## src/rtl/bpred_pkg.sv

```systemverilog
// Shared types, constants and width helpers for the branch predictor.
package bpred_pkg;

  typedef logic [1:0] sat2_t;

  localparam sat2_t SAT2_SNT   = 2'b00;
  localparam sat2_t SAT2_WNT   = 2'b01;
  localparam sat2_t SAT2_WT    = 2'b10;
  localparam sat2_t SAT2_ST    = 2'b11;
  localparam sat2_t SAT2_RESET = SAT2_WNT;

  // Two-bit saturating counter step toward the resolved direction.
  function automatic sat2_t sat2_next(sat2_t c, logic taken);
    sat2_t n;
    if (taken) n = (c == SAT2_ST)  ? c : c + 2'd1;
    else       n = (c == SAT2_SNT) ? c : c - 2'd1;
    return n;
  endfunction

  // Index width for a power-of-two table.
  function automatic int idx_bits(int entries);
    return $clog2(entries);
  endfunction

  // Tag width for a direct-mapped table indexed by word-aligned PC bits.
  function automatic int tag_bits(int entries);
    return 30 - $clog2(entries);
  endfunction

endpackage

```

## src/rtl/bpred_pht.sv

```systemverilog
// Pattern history table of 2-bit counters with optional gshare indexing.
// Build option: define BPRED_GSHARE_EN to XOR the index with global history.
module bpred_pht
  import bpred_pkg::*;
#(
  parameter int PHT_ENTRIES = 64,
  parameter int GHR_BITS    = 6,
  localparam int IP         = idx_bits(PHT_ENTRIES)
) (
  input  logic          clk,
  input  logic          reset,
  input  logic [IP-1:0] pc_idx,
  output logic [IP-1:0] idx,
  output logic          ctr_msb,
  input  logic          upd_valid,
  input  logic          upd_taken,
  input  logic [IP-1:0] upd_pht_idx
);

  sat2_t pht [PHT_ENTRIES];

`ifdef BPRED_GSHARE_EN
  logic [GHR_BITS-1:0] ghr;
  logic [IP-1:0]       ghr_ext;

  // Global history shifts in resolved outcomes, never speculative ones.
  always_ff @(posedge clk or negedge reset) begin
    if (!reset)         ghr <= '0;
    else if (upd_valid) ghr <= {ghr[GHR_BITS-2:0], upd_taken};
  end

  // Zero-extend history to the index width.
  always_comb begin
    ghr_ext                = '0;
    ghr_ext[GHR_BITS-1:0] = ghr;
  end

  assign idx = pc_idx ^ ghr_ext;
`else
  assign idx = pc_idx;
`endif

  assign ctr_msb = pht[idx][1];

  // Counter training at the index carried from fetch time.
  always_ff @(posedge clk or negedge reset) begin
    if (!reset) begin
      for (int i = 0; i < PHT_ENTRIES; i++) pht[i] <= SAT2_RESET;
    end else if (upd_valid) begin
      pht[upd_pht_idx] <= sat2_next(pht[upd_pht_idx], upd_taken);
    end
  end

endmodule

```

## src/rtl/btb_bpred.sv

```systemverilog
// Direct-mapped branch target buffer plus PHT direction predictor.
// Build option: BPRED_GSHARE_EN selects gshare indexing in bpred_pht.
module btb_bpred
  import bpred_pkg::*;
#(
  parameter int BTB_ENTRIES = 16,
  parameter int PHT_ENTRIES = 64,
  parameter int GHR_BITS    = 6,
  localparam int IP         = idx_bits(PHT_ENTRIES)
) (
  input  logic          clk,
  input  logic          reset,
  input  logic [31:0]   pcF,
  output logic          BTBHitF,
  output logic          BpredF,
  output logic [31:0]   branchimmF,
  output logic [IP-1:0] pht_idxF,
  input  logic          upd_valid,
  input  logic [31:0]   upd_pc,
  input  logic [31:0]   upd_imm,
  input  logic          upd_taken,
  input  logic [IP-1:0] upd_pht_idx
);

  localparam int IB = idx_bits(BTB_ENTRIES);
  localparam int TB = tag_bits(BTB_ENTRIES);

  // Parameter sanity at elaboration.
  if (BTB_ENTRIES < 2 || (BTB_ENTRIES & (BTB_ENTRIES - 1)) != 0)
    $error("BTB_ENTRIES must be a power of two and at least 2");
  if ((PHT_ENTRIES & (PHT_ENTRIES - 1)) != 0 || PHT_ENTRIES < BTB_ENTRIES)
    $error("PHT_ENTRIES must be a power of two and at least BTB_ENTRIES");
  if (GHR_BITS > IP)
    $error("GHR_BITS must not exceed log2(PHT_ENTRIES)");
`ifdef BPRED_GSHARE_EN
  if (GHR_BITS < 2)
    $error("GHR_BITS must be at least 2 for gshare");
`endif

  logic          btb_valid [BTB_ENTRIES];
  logic [TB-1:0] btb_tag   [BTB_ENTRIES];
  logic [31:0]   btb_imm   [BTB_ENTRIES];

  logic [IB-1:0] look_idx, upd_idx;
  logic [TB-1:0] look_tag, upd_tag;
  logic          upd_hit, btb_we;
  logic          pht_msb;
  logic          unused_pc_bits;

  assign look_idx = pcF[IB+1:2];
  assign look_tag = pcF[31:IB+2];
  assign upd_idx  = upd_pc[IB+1:2];
  assign upd_tag  = upd_pc[31:IB+2];
  assign unused_pc_bits = &{1'b0, pcF[1:0], upd_pc[1:0]};

  // Fetch-time lookup straight from the registered arrays; no write bypass.
  always_comb begin
    BTBHitF    = btb_valid[look_idx] && (btb_tag[look_idx] == look_tag);
    BpredF     = pht_msb & BTBHitF;
    branchimmF = BTBHitF ? btb_imm[look_idx] : 32'h0;
  end

  // Write on a hit (refresh) or on a taken miss (allocate over the victim).
  always_comb begin
    upd_hit = btb_valid[upd_idx] && (btb_tag[upd_idx] == upd_tag);
    btb_we  = upd_valid && (upd_hit || upd_taken);
  end

  // Valid bits are the only BTB state cleared by reset.
  always_ff @(posedge clk or negedge reset) begin
    if (!reset) begin
      for (int i = 0; i < BTB_ENTRIES; i++) btb_valid[i] <= 1'b0;
    end else if (btb_we) begin
      btb_valid[upd_idx] <= 1'b1;
    end
  end

  // Tag and immediate payload; meaningless while valid is low.
  always_ff @(posedge clk) begin
    if (btb_we) begin
      btb_tag[upd_idx] <= upd_tag;
      btb_imm[upd_idx] <= upd_imm;
    end
  end

  bpred_pht #(
    .PHT_ENTRIES (PHT_ENTRIES),
    .GHR_BITS    (GHR_BITS)
  ) u_pht (
    .clk         (clk),
    .reset       (reset),
    .pc_idx      (pcF[IP+1:2]),
    .idx         (pht_idxF),
    .ctr_msb     (pht_msb),
    .upd_valid   (upd_valid),
    .upd_taken   (upd_taken),
    .upd_pht_idx (upd_pht_idx)
  );

endmodule

```

## config.mk

```make
export PLATFORM = sky130hd
export DESIGN_NAME = btb_bpred
export DESIGN_NICKNAME = d
export VERILOG_FILES = /design/src/rtl/bpred_pkg.sv /design/src/rtl/bpred_pht.sv /design/src/rtl/btb_bpred.sv
export SDC_FILE = /design/constraint.sdc
export NUM_CORES = 1
export LEC_CHECK = 0
export CAP_MARGIN = 20
export CORE_ASPECT_RATIO = 0.8
export CORE_MARGIN = 2
export CORE_UTILIZATION = 62
export CTS_CLUSTER_SIZE = 40
export DETAILED_ROUTE_END_ITERATION = 6
export GPL_TIMING_DRIVEN = 0
export PLACE_DENSITY = 0.89
export RECOVER_POWER = 100
export SKIP_LAST_GASP = 1
export SYNTH_ARGS = -nofsm -noshare
export SYNTH_HDL_FRONTEND = slang
export SYNTH_HIERARCHICAL = 1
export SYNTH_SLANG_ARGS = --single-unit
```

## constraint.sdc

```tcl
create_clock -name clk -period 6.6 [get_ports clk]
set_input_delay 1.32 -clock clk [delete_from_list [all_inputs] [get_ports clk]]
set_output_delay 1.32 -clock clk [all_outputs]
set_load 0.05 [all_outputs]
```

==> results list <==
* Final hold viol count: 0
- In this run the cell area of the synthesized design comes to 47500 sq um.
- Post-detailed-route count of antenna-violating nets: 0
- TritonCTS clock tree: built
* Buf/Inv on CP: 6
* Tightest Pin Transition: 3.17 ns
- Vias after detailed routing: 29733
* Synth-to-Final Area Change: 14.7%
* Number of setup violations in the final report: 65
* Crit path required time: 5.28 ns
* Clock share of power: 0.397
- In this run the worst path has a maximum fanout of 10.
* Combined global-route utilization of all metal layers: 0.389
- Including well taps, the total number of placed cells is 3774.
* WL final: 151000 um
- Across all hold checks on the routed design, the worst slack comes to 0.470 ns.
* Critical path class: primary input to output port
* Series of cell instances along the critical path: clkdlybuf4s15_1 -> clkbuf_4 -> clkbuf_4 -> mux4_2 -> xnor2_1 -> nand4_1 -> nor2_1 -> nand4_1 -> buf_4 -> buf_2 -> nor2b_1 -> clkdlybuf4s15_2
- Synthesis handed over a netlist of 2575 instances.
* Number of enable-type register cells in the synthesized netlist: 928
- Input/output buffers: 136
- Among cell families on the critical path, the largest total delay comes from buffers and inverters.
- Number of sinks handled by clock tree synthesis: 1072
- Share of synthesized area occupied by flip-flops and latches: 0.665
- Power spread over the standard cell area amounts to 275 nW/um^2.
- Number of vias per cell after detailed routing: 7.47
- For this design the total switching power over the nets is 3600 uW.
- Iteration-0 DRC count of the detailed router: 5267
- The initial antenna violation count was 15.
- The first global-routing pass estimated 214000 um of wire.
- The analysis attributes to cell leakage a power of 0.0180 uW.
- The first detailed-routing pass ran for 7 iterations.
* DRC violations left: 1
- Syn. warnings: 6
- Die Footprint: 78800 sq um
* Min-delay worst type: flip-flop to flip-flop
* Violated checks: design-rule violations, max-capacitance violations, max-slew violations, negative setup slack
- Worst supply voltage drop on vdd: 0.000293 V
* Largest buffer count on any clock path: 3
* Height of the die: 251 um
- Fin crit share: 1.01
* Non-Filler Instances: 3979
- In this design, the stage delay of the slowest critical-path cell is 0.56 ns.
- The worst pin sits at a relative slew slack of -1.11.
- Clock-pin slew of the registers on the worst-case setup and hold paths: 0.06 ns
- For this run, asynchronously set or reset flops after synthesis account for 0.134.
* Crit path time final: 6.67 ns
- The share of total power dissipated in combinational logic is 0.091.
* Syn nets: 2681
- Initial cell density of the core: 0.628
- From left edge to right edge, the die measures 313 um.
- Dividing the detail-routed wire length by the instance count gives 37.9 um.
- For the final database, setup skew stands at 0.0587 ns.
* Number of storage elements in the synthesis netlist: 1072
- Synthesized area divided by synthesized cell count: 18.4 sq um
* Net Sw Frac: 0.240
- Root buffer selected by CTS: sky130_fd_sc_hd__clkbuf_16
- Fraction of power consumed by sequential logic: 0.512
- Run status: finished, violations left
- The internal portion of the total power is 11400 uW.
- Net total in the final layout: 2980
* Post-placement worst setup slack: -2.81 ns
- STA puts the critical path data arrival time at 5.35 ns.
- At the later pin of the worst-skew pair, clock insertion delay measures 0.73 ns.
* Area of the core region: 75600 sq um
- Dominant synthesized flop cell: sky130_fd_sc_hd__edfxtp_1
- Number of max-capacitance violations reported: 2
- Share of cells above drive strength 1: 0.286
- STA classifies the critical path endpoint as an output port.
- GR Overflow Total: 0
* Detailed placement HPWL: 94100 um
* Post-CTS Hold Fix Bufs: 0
* Overall power: 15000 uW
* Number of buffers created by CTS: 101
* Crit path setup slack, layout: -0.0748 ns
- Standard-cell rows: 90
- The via count of the first global-routing pass came to 29762.
* Highest achievable clock rate: 0.150 GHz
- The number of different library cells used by synthesis comes to 81.
- Pin placement for this block handled 146 I/O pins.
* Global placer's final weighted congestion: 1.02
- Largest net degree at the start of global routing: 85
- In this run the number of H-tree levels came out at 3.
- Crit-path slowest cell: sky130_fd_sc_hd__clkdlybuf4s15_1
- The number of slew-limit violations in the final report was 147.
* Startpoint Class: primary input
* Unrepaired setup endpoints after global routing: no
layer usage:
layer / routed length [um] / track usage
met2: 69600 / 0.590
met3: 21700 / 0.110
met4: 8910 / 0.190
met5: 69 / 0
met1: 50700 / 0.528
flip-flops by register name, summed over array words and instances (netlist names):
signal	cells
btb_imm	512
btb_tag	416
u_pht/pht	128
btb_valid	16
power by group through the flow:
stage	Sequential (uW)	Clock, uW	Combinational, uW
3_5_place_dp	7800	0	1340
6_report	7670	5950	1370
5_1_grt	7680	6180	1410
3_3_place_gp	7790	0	1260
4_1_cts	7670	5930	1370
2_1_floorplan	7760	0	801
Yosys cell counts, drive strengths merged (13+ instances only):
master  count  area (sq um)
mux2       41           465
nand3      15          75.1
dfstp      64          1680
a21oi      21           105
xor2       18           158
edfxtp    928         27900
clkbuf     54           203
xnor2      32           280
o21ai     154           812
nand2b     15          93.8
dfrtp      80          2000
mux2i      86           861
o21bai     13          97.6
mux4      400          9070
o22ai      23           144
nor2       42           158
nor2b      50           313
a22oi      17           128
buf       110           746
inv        18          67.6
nand2     234           878
layout make-up:
| type | count | area, sq um |
|---|---|---|
| timing repair buffer | 197 | 2270 |
| sequential | 1072 | 31600 |
| antenna | 11 | 27.5 |
| buffer | 163 | 965 |
| clock buffer | 126 | 2640 |
| inverter | 20 | 75.1 |
| clock inverter | 59 | 674 |
| tap | 1012 | 1270 |
| fill | 4320 | 21100 |
| multi-input combinational | 1319 | 15000 |
logic make-up (layout without fill, tap and decap cells):
logic type / Yosys count / count (layout) / synth area share
flops: 1072 / 1072 / 0.665
mux: 527 / 527 / 0.219
simple gates: 443 / 443 / 0.0455
compound gates: 299 / 299 / 0.0400
buf+inv: 184 / 565 / 0.0216
xor+xnor: 50 / 50 / 0.00923
other cells: 0 / 11 / 0
worst paths after layout:
kind / startpoint / end / slack (ns) / depth (start not counted)
setup reg to reg: btb_valid[11] / btb_imm[15][20] / 1.59 / 10
min in group asynchronous: reset / u_pht/pht[107] / 1.66 / 1
hold / removal: u_pht/pht[22] / u_pht/pht[22] / 0.47 / 2
max in group asynchronous: reset / btb_valid[12] / 1.58 / 2
setup / recovery: pcF[5] / branchimmF[11] / -0.07 / 12
hold reg to reg: u_pht/pht[22] / u_pht/pht[22] / 0.47 / 2
stage by stage:
stage / util / TNS, ns / instance area (sq um)
2_1_floorplan: - / 0 / 47500
3_3_place_gp: 0.663 / -4510.68 / 50100
3_5_place_dp: 0.680 / -444.56 / 51400
4_1_cts: 0.726 / -0.0491 / 54900
5_1_grt: 0.721 / 0 / 54400
6_report: 0.721 / -1.90 / 54500
cells in the final DEF (no fill, tap or decap), types with 19 or more instances in the layout:
cell	n
sky130_fd_sc_hd__a21oi_1	21
sky130_fd_sc_hd__buf_2	42
sky130_fd_sc_hd__buf_4	27
sky130_fd_sc_hd__buf_6	24
sky130_fd_sc_hd__clkbuf_1	76
sky130_fd_sc_hd__clkbuf_16	101
sky130_fd_sc_hd__clkbuf_2	25
sky130_fd_sc_hd__clkdlybuf4s50_1	34
sky130_fd_sc_hd__clkinv_1	21
sky130_fd_sc_hd__dfrtp_1	80
sky130_fd_sc_hd__dfstp_2	64
sky130_fd_sc_hd__dlygate4sd3_1	65
sky130_fd_sc_hd__edfxtp_1	928
sky130_fd_sc_hd__mux2_2	39
sky130_fd_sc_hd__mux2i_1	86
sky130_fd_sc_hd__mux4_2	384
sky130_fd_sc_hd__nand2_1	234
sky130_fd_sc_hd__nor2_1	32
sky130_fd_sc_hd__nor2b_1	50
sky130_fd_sc_hd__o21ai_0	134
sky130_fd_sc_hd__o21ai_1	19
sky130_fd_sc_hd__o22ai_1	19
sky130_fd_sc_hd__xnor2_1	32
tightest hold or removal path, stage by stage (launching register included):
cell                      delay (ns)
sky130_fd_sc_hd__dfstp_2        0.37
sky130_fd_sc_hd__nand2_1        0.04
sky130_fd_sc_hd__o21ai_1        0.05
what timing repair did:
action / in CTS / in global routing
setup endpoints to repair: 127 / 34
pin swaps: 1 / 0
setup buffers: 4 / 0
resized for setup: 127 / 22
Power figures use the tool's default switching activity.
